## src/rtl/dice_if.sv

```systemverilog
// Handshake bundle between the dice roller and its consumer: roll request in,
// registered face value and status out.
interface dice_if;
   logic       button;
   logic [2:0] throw;
   logic       rolling;
   logic       done;

   modport master (output button, input throw, rolling, done);
   modport slave  (input button, output throw, rolling, done);
endinterface

```

## src/rtl/dice_roller.sv

```systemverilog
// Electronic dice: fast face cycling while the button is held, then a fixed
// number of progressively slower advances before settling on a final face.
module dice_roller #(
   parameter int BASE_DIV   = 1,
   parameter int SLOW_STEPS = 4
) (
   input  logic clk,
   input  logic rst,
   dice_if.slave bus
);
   localparam int DW = $clog2((SLOW_STEPS + 1) * BASE_DIV + 1);
   localparam int KW = $clog2(SLOW_STEPS + 1);
   localparam logic [DW-1:0] ROLL_LAST = DW'(BASE_DIV - 1);
   localparam logic [KW-1:0] K_LAST    = KW'(SLOW_STEPS - 1);

   typedef enum logic [1:0] {IDLE, ROLL, SLOW, HOLD} state_t;

   state_t        state;
   logic [DW-1:0] div;
   logic [KW-1:0] k;
   logic [2:0]    throw;
   logic          rolling;
   logic          done;
   logic [DW-1:0] slow_last;

   // Dwell of slow-down step k is (k+2)*BASE_DIV cycles.
   assign slow_last = DW'((int'(k) + 2) * BASE_DIV - 1);

   function automatic logic [2:0] next_face(input logic [2:0] f);
      if (f == 3'd0 || f >= 3'd6) return 3'd1;
      return f + 3'd1;
   endfunction

   always_ff @(posedge clk) begin
      if (rst) begin
         state   <= IDLE;
         div     <= '0;
         k       <= '0;
         throw   <= 3'd1;
         rolling <= 1'b0;
         done    <= 1'b0;
      end else begin
         done <= 1'b0;
         case (state)
            IDLE, HOLD: begin
               if (bus.button) begin
                  state   <= ROLL;
                  div     <= '0;
                  rolling <= 1'b1;
               end
            end
            ROLL: begin
               if (!bus.button) begin
                  state <= SLOW;
                  div   <= '0;
                  k     <= '0;
               end else if (div == ROLL_LAST) begin
                  throw <= next_face(throw);
                  div   <= '0;
               end else begin
                  div <= div + 1'b1;
               end
            end
            SLOW: begin
               // button is deliberately ignored so a started throw always completes
               if (div == slow_last) begin
                  throw <= next_face(throw);
                  div   <= '0;
                  k     <= k + 1'b1;
                  if (k == K_LAST) begin
                     state   <= HOLD;
                     rolling <= 1'b0;
                     done    <= 1'b1;
                  end
               end else begin
                  div <= div + 1'b1;
               end
            end
            default: begin
               state   <= IDLE;
               rolling <= 1'b0;
            end
         endcase
      end
   end

   assign bus.throw   = throw;
   assign bus.rolling = rolling;
   assign bus.done    = done;
endmodule

```

## src/flat_wrapper.sv

```systemverilog
// flat-port wrapper written by rule: the top's interface ports become plain ports
module dice_roller_flat 
#(
   parameter int BASE_DIV   = 1,
   parameter int SLOW_STEPS = 4
)
  (clk, rst, bus_button, bus_throw, bus_rolling, bus_done);
  dice_if bus_i ();
  input  logic clk;
  input  logic rst;
  input wire logic [$bits(bus_i.button)-1:0] bus_button;
  output wire logic [$bits(bus_i.throw)-1:0] bus_throw;
  output wire logic [$bits(bus_i.rolling)-1:0] bus_rolling;
  output wire logic [$bits(bus_i.done)-1:0] bus_done;
  assign bus_i.button = bus_button;
  assign bus_throw = bus_i.throw;
  assign bus_rolling = bus_i.rolling;
  assign bus_done = bus_i.done;
  dice_roller #(.BASE_DIV(BASE_DIV), .SLOW_STEPS(SLOW_STEPS)) u_core (.clk(clk), .rst(rst), .bus(bus_i));
endmodule
```

## config.mk

```make
export PLATFORM = sky130hd
export DESIGN_NAME = dice_roller_flat
export DESIGN_NICKNAME = d
export VERILOG_FILES = /design/src/rtl/dice_if.sv /design/src/rtl/dice_roller.sv /design/src/flat_wrapper.sv
export SDC_FILE = /design/constraint.sdc
export NUM_CORES = 1
export LEC_CHECK = 0
export ABC_AREA = 1
export BUFFER_PORTS_ARGS = -buffer_cell sky130_fd_sc_hd__buf_2
export CORE_UTILIZATION = 30
export DETAILED_ROUTE_END_ITERATION = 16
export PLACE_DENSITY_LB_ADDON = 0.12
export SLEW_MARGIN = 10
export SYNTH_ARGS = -nofsm -noshare
export SYNTH_HDL_FRONTEND = slang
export SYNTH_SLANG_ARGS = --single-unit
```

## constraint.sdc

```tcl
create_clock -name clk -period 1.85 [get_ports clk]
set_clock_uncertainty 0.2 [all_clocks]
set_input_delay 0.0925 -clock clk [delete_from_list [all_inputs] [get_ports clk]]
set_output_delay 0.0925 -clock clk [all_outputs]
set_load 0.005 [all_outputs]
```

After elaboration in Yosys (flattened, before gate mapping) --
Cells that the tools add are included. W data, S select, Z words.
Cells by class: reduce and logical (&&, ||, !) cells 12, $add $sub $neg 5, $lt $le $gt $ge 1, bitwise logic cells 2, $mul 0, muxes and demuxes 33, div/mod/pow operators 0, equality and inequality tests 11, shift operators 0
Operators by type and width (number):
- $mux W3 | 12
- $mux W1 | 12
- $pmux W3 S2 | 2
- $reduce_and A4 Y1 | 3
- $add A3 B1 Y3 const B | 3
- $pmux W3 S3 | 1
- $mux W2 | 4
- $logic_not A3 Y1 | 2
- $ne A2 B1 Y1 const B | 3
- $ne A2 B2 Y1 const B | 3
- $pmux W2 S3 | 1
- $eq A2 B2 Y1 const B | 2
- $reduce_bool A2 Y1 | 2
- $add A3 B2 Y3 const B | 1
- $eq A3 B2 Y1 const B | 1
- $eq A3 B3 Y1 | 1
- $ge A3 B3 Y1 const B | 1
- $reduce_and A3 Y1 | 1
- $reduce_or A3 Y1 | 1
- $sub A3 B2 Y3 const B | 1
- $eq A2 B1 Y1 const B | 1
- $logic_not A2 Y1 | 1
- $not A1 Y1 | 2
- $pmux W1 S2 | 1
- 2 further kinds | 2
Word-level totals: bits in latches 0, flip-flop bits (word level) 13, RAM bits 0, memories kept 0, input bits 3, memory bits (read-only) 0

Depth between registers and ports, before layout --
depth after elaboration 11, gate-level depth with buffers 12, depth with buffers taken out 12

Least setup slack after synthesis --
No wires, ideal clock.
kind register to register, start point reg u_core.k[0], end point reg u_core.throw[1], in the netlist u_core.bus.throw[1], slack 0.096 ns, required time 1.536 ns, path buffers 0, library setup time 0.114 ns, cell stages (with the launch flop) 13, data arrival time 1.440 ns, period minus slack after synthesis 1.754 ns, cells stage by stage dfxtp_1 > ha_1 > ha_1 > inv_1 > nand2_1 > nand2_1 > nand3_2 > nand2_4 > nand2_4 > inv_2 > nand2_1 > nand2_1 > nor2_2
Between the ends: cells in the longest elaborated chain, start to end 5
RTL lines:
- start, declared | RTL line dice_roller.sv:20 | logic [KW-1:0] k;
- start signal, assigned | RTL line dice_roller.sv:69 | k <= k + 1'b1;
- $add A3 B2 Y3 | RTL line dice_roller.sv:27 | assign slow_last = DW'((int'(k) + 2) * BASE_DIV - 1);
- $sub A3 B2 Y3 | RTL line dice_roller.sv:27
- $eq A3 B3 Y1 | RTL line dice_roller.sv:66 | if (div == slow_last) begin
- $ne A2 B1 Y1 (no source line)
- $reduce_and A4 Y1 (no source line)
- end signal, assigned | RTL line dice_roller.sv:58 | throw <= next_face(throw);
- end signal, assigned | RTL line dice_roller.sv:67 | throw <= next_face(throw);
- end, declared | RTL line dice_roller.sv:21 | logic [2:0] throw;
Every way passes these cells. A chain may end at the register's enable or synchronous reset.

Worst setup path in the final report --
Ends and elaborated chain as after synthesis.

==> results.md <==
- RSZ-0062 raised after global routing: no
- Cts bufs inserted: 3
- Lkg Pwr: 0.499 nW
- Distinct cell type count after synthesis: 24
- Max cap viols: 0
- Critical Path Source Type: flip-flop
- Worst hold margin: 26.7 ps
- Total negative slack: 0 ps
- Crit-path max FO: 5
- Vias in the first global route: 630
- Longest Clk Path Bufs: 2
- Synth Flop Type: dfxtp_1
- Critical path class: reg -> reg
- Pwr dens: 1510 nW/um^2
- Avg Cell Area, Syn: 7.37 um^2
- Post-synthesis cell area: 847 um^2
- Worst-skew pair later-pin latency: 280 ps
- Placed Area: 942 um^2
- Final-report setup violation count: 0
- # DRC: 0
- Seq/Total Area, Yosys: 0.307
- Worst r2r src: u_core.k[0]$_SDFFE_PP0P_
- HP Class: in -> reg
- IO buf count: 7
- CP bufs+invs: 1
- Routed via count: 724
- Minimum clock period: 1750 ps
- Synth Register Bits: 13
- I/O pins: 8
- Register-to-Register Path Depth: 11
- Worst-path clk slew: 90 ps
- First-pass GRT wire length: 2.75 mm
- Die X: 55.1 um
- Vias per cell: 4.50
- Gr ovfl total: 0
- DR WL/cell: 10.7 um
- Post-route ant nets: 0
- CP Cell Sequence: ha_2, ha_4, nand2_1, nand2_1, nand3_4, nand2_8, nand2_4, inv_2, nand2_1, nand2_1, nor2_2
- Largest net degree at the start of global routing: 10
- Hold Crit Start: bus_button
- Routed WL: 1.72 mm
- Hold EP: u_core.div[1]$_SDFFE_PP0N_
- Slowest cell on crit path: dfxtp_1
- CTS tree: built
- CTS Root Buffer Type: clkbuf_4
- Synth Net Count: 128
- Post-layout net count: 145
- # rows: 18
- Met3 GRT Util: 0.0328
- Post-synth EDFFs: 0
- Die H: 55.1 um
- CP delay by family, top: simple AND/OR/NAND/NOR gates
- R2R setup slack: 100 ps
- Crit path top cell by count: nand2_1
- FFs w/ async S/R, synth: 0
- DRT iter0 DRCs: 11
- Met2 usage: 0.191
- Slew margin rel.: 0.739
- Peak VDD IR: 630 uV
- Slew Limit Fails: 0
- Worst-Margin Slew: 391 ps
- Initial Util: 0.330
- Sink Count: 13
- Cell total after placement: 155
- Reg2reg end: u_core.bus.throw[1]$_SDFFE_PP0P_
- HPWL after DPL: 1.31 mm
- Gr usage total: 0.134
- Die area: 3040 um^2
- Area Overhead vs Synth: 21.1%
- Synthesized instance count: 115
- Max Fclk: 572 MHz
- Final hold violation count: 0
- GPL Wtd Cong: 0.811
- ANT cells: 0
- Setup crit end kind: flip-flop
- Layout Cells excl Fill: 161
- CP Data Arrival Time: 1730 ps
- Max incr delay on CP: 330 ps
- Layout cells sized above 1: 0.244
- Postcts setup bufs: 0
- Initial antenna violation count: 0
- Required time of the critical path: 1830 ps
- Yosys warns: 0
- Fin area: 1030 um^2
- H-tree Lvls: 1
- Period utilization: 0.945
- First-pass detailed-route iteration total: 4
- GR Util met1: 0.178
- Hold path depth: 5
- Most Used Layer, Global Route: met2
- Status: finished clean
- Core Area: 2570 um^2
-- cell families after synthesis --
logic type | count (synthesis) | synth area share
AND/OR/NAND/NOR | 55 | 0.321
flip-flops | 13 | 0.307
AO/OA/AOI/OAI | 13 | 0.0901
XOR/XNOR | 2 | 0.0207
adder cells (fa/ha/maj) | 10 | 0.148
buffers and inverters | 22 | 0.114
-- layout make-up --
type,count,area (um^2)
Timing Repair Buffer,11,67.6
Clock buffer,4,26.3
Sequential cell,13,260
Inverter,22,96.3
Fill cell,283,1540
Multi-Input combinational cell,81,538
Tap cell,30,37.5
-- registers in the layout (all words and copies together) (netlist names) --
signal and flops:
u_core.bus.throw 3, u_core.div 3, u_core.k 3, u_core.bus.done 1
u_core.state 2, u_core.bus.rolling 1
-- tightest hold or removal path, delay by kind of cell --
family	cells	cell delay, ps
simple gates	3	210
compound gates	1	50
buf+inv	1	110
-- through the flow --
stage               utilization  worst slack, ps  power [mW]
finish                    0.400              102        1.55
global route              0.400             1.23        1.72
CTS                       0.381             5.15        1.49
detailed placement        0.367             24.6        1.29
global placement          0.367             52.7        1.28
floorplan                     -             95.6        1.07
-- power by group --
group	total (mW)	internal, mW	switching [mW]	leakage, nW
clock network	0.185	0.0837	0.101	0.0150
registers	0.418	0.360	0.0585	0.106
logic	0.944	0.382	0.563	0.378
-- routing by layer --
layer  wire length [um]  up-vias
li1                   -      397
met1                887      319
met2                769        6
met3                 42        2
met4                 23        0
met5                  0        -
-- cells in the final DEF (no fill, tap or decap), types with 2 or more instances in the layout --
cell      Yosys  final
nor2_1       10      9
inv_1        16     16
clkbuf_4      0      3
nand2_2       1      2
nand3_1       5      5
inv_2         5      5
buf_2         0      7
nand3_4       1      2
ha_1         10      8
nor2_2        1      2
buf_4         0      3
nand4_1       3      3
dfxtp_1      13     13
a21oi_1       8      8
nand2_1      28     28
-- cells in the mapped netlist (2+ instances only) --
cell,instances,area share
nand4_1,3,0.022
dfxtp_1,13,0.31
nand3_1,5,0.030
ha_1,10,0.15
inv_1,16,0.071
inv_2,5,0.022
nor2_1,10,0.044
a21oi_1,8,0.047
nand2_1,28,0.12
nand3_2,2,0.024
nand2_4,2,0.027
-- timing repair --
| item | 4_1_cts | 5_1_grt |
|---|---|---|
| endpoints found under the setup margin | 0 | 12 |
| gates resized for setup | 0 | 6 |
| hold buffers | 1 | 0 |
| hold endpoints to repair | 6 | 0 |
-- worst max-delay path by stage --
stage                                                   to  depth (start not counted)                    startpoint  slack (ps)
after detailed placement  u_core.bus.throw[1]$_SDFFE_PP0P_                         12      u_core.k[0]$_SDFFE_PP0P_          20
after global placement    u_core.bus.throw[1]$_SDFFE_PP0P_                         12      u_core.k[0]$_SDFFE_PP0P_          50
after floorplan           u_core.bus.throw[1]$_SDFFE_PP0P_                         12      u_core.k[0]$_SDFFE_PP0P_         100
final                     u_core.bus.throw[1]$_SDFFE_PP0P_                         11      u_core.k[0]$_SDFFE_PP0P_         100
after CTS                 u_core.bus.throw[1]$_SDFFE_PP0P_                         12      u_core.k[0]$_SDFFE_PP0P_           5
after global routing      u_core.bus.throw[1]$_SDFFE_PP0P_                          9  u_core.state[0]$_SDFFE_PP0P_           1
Note: power is estimated with default switching activity, not from simulation.
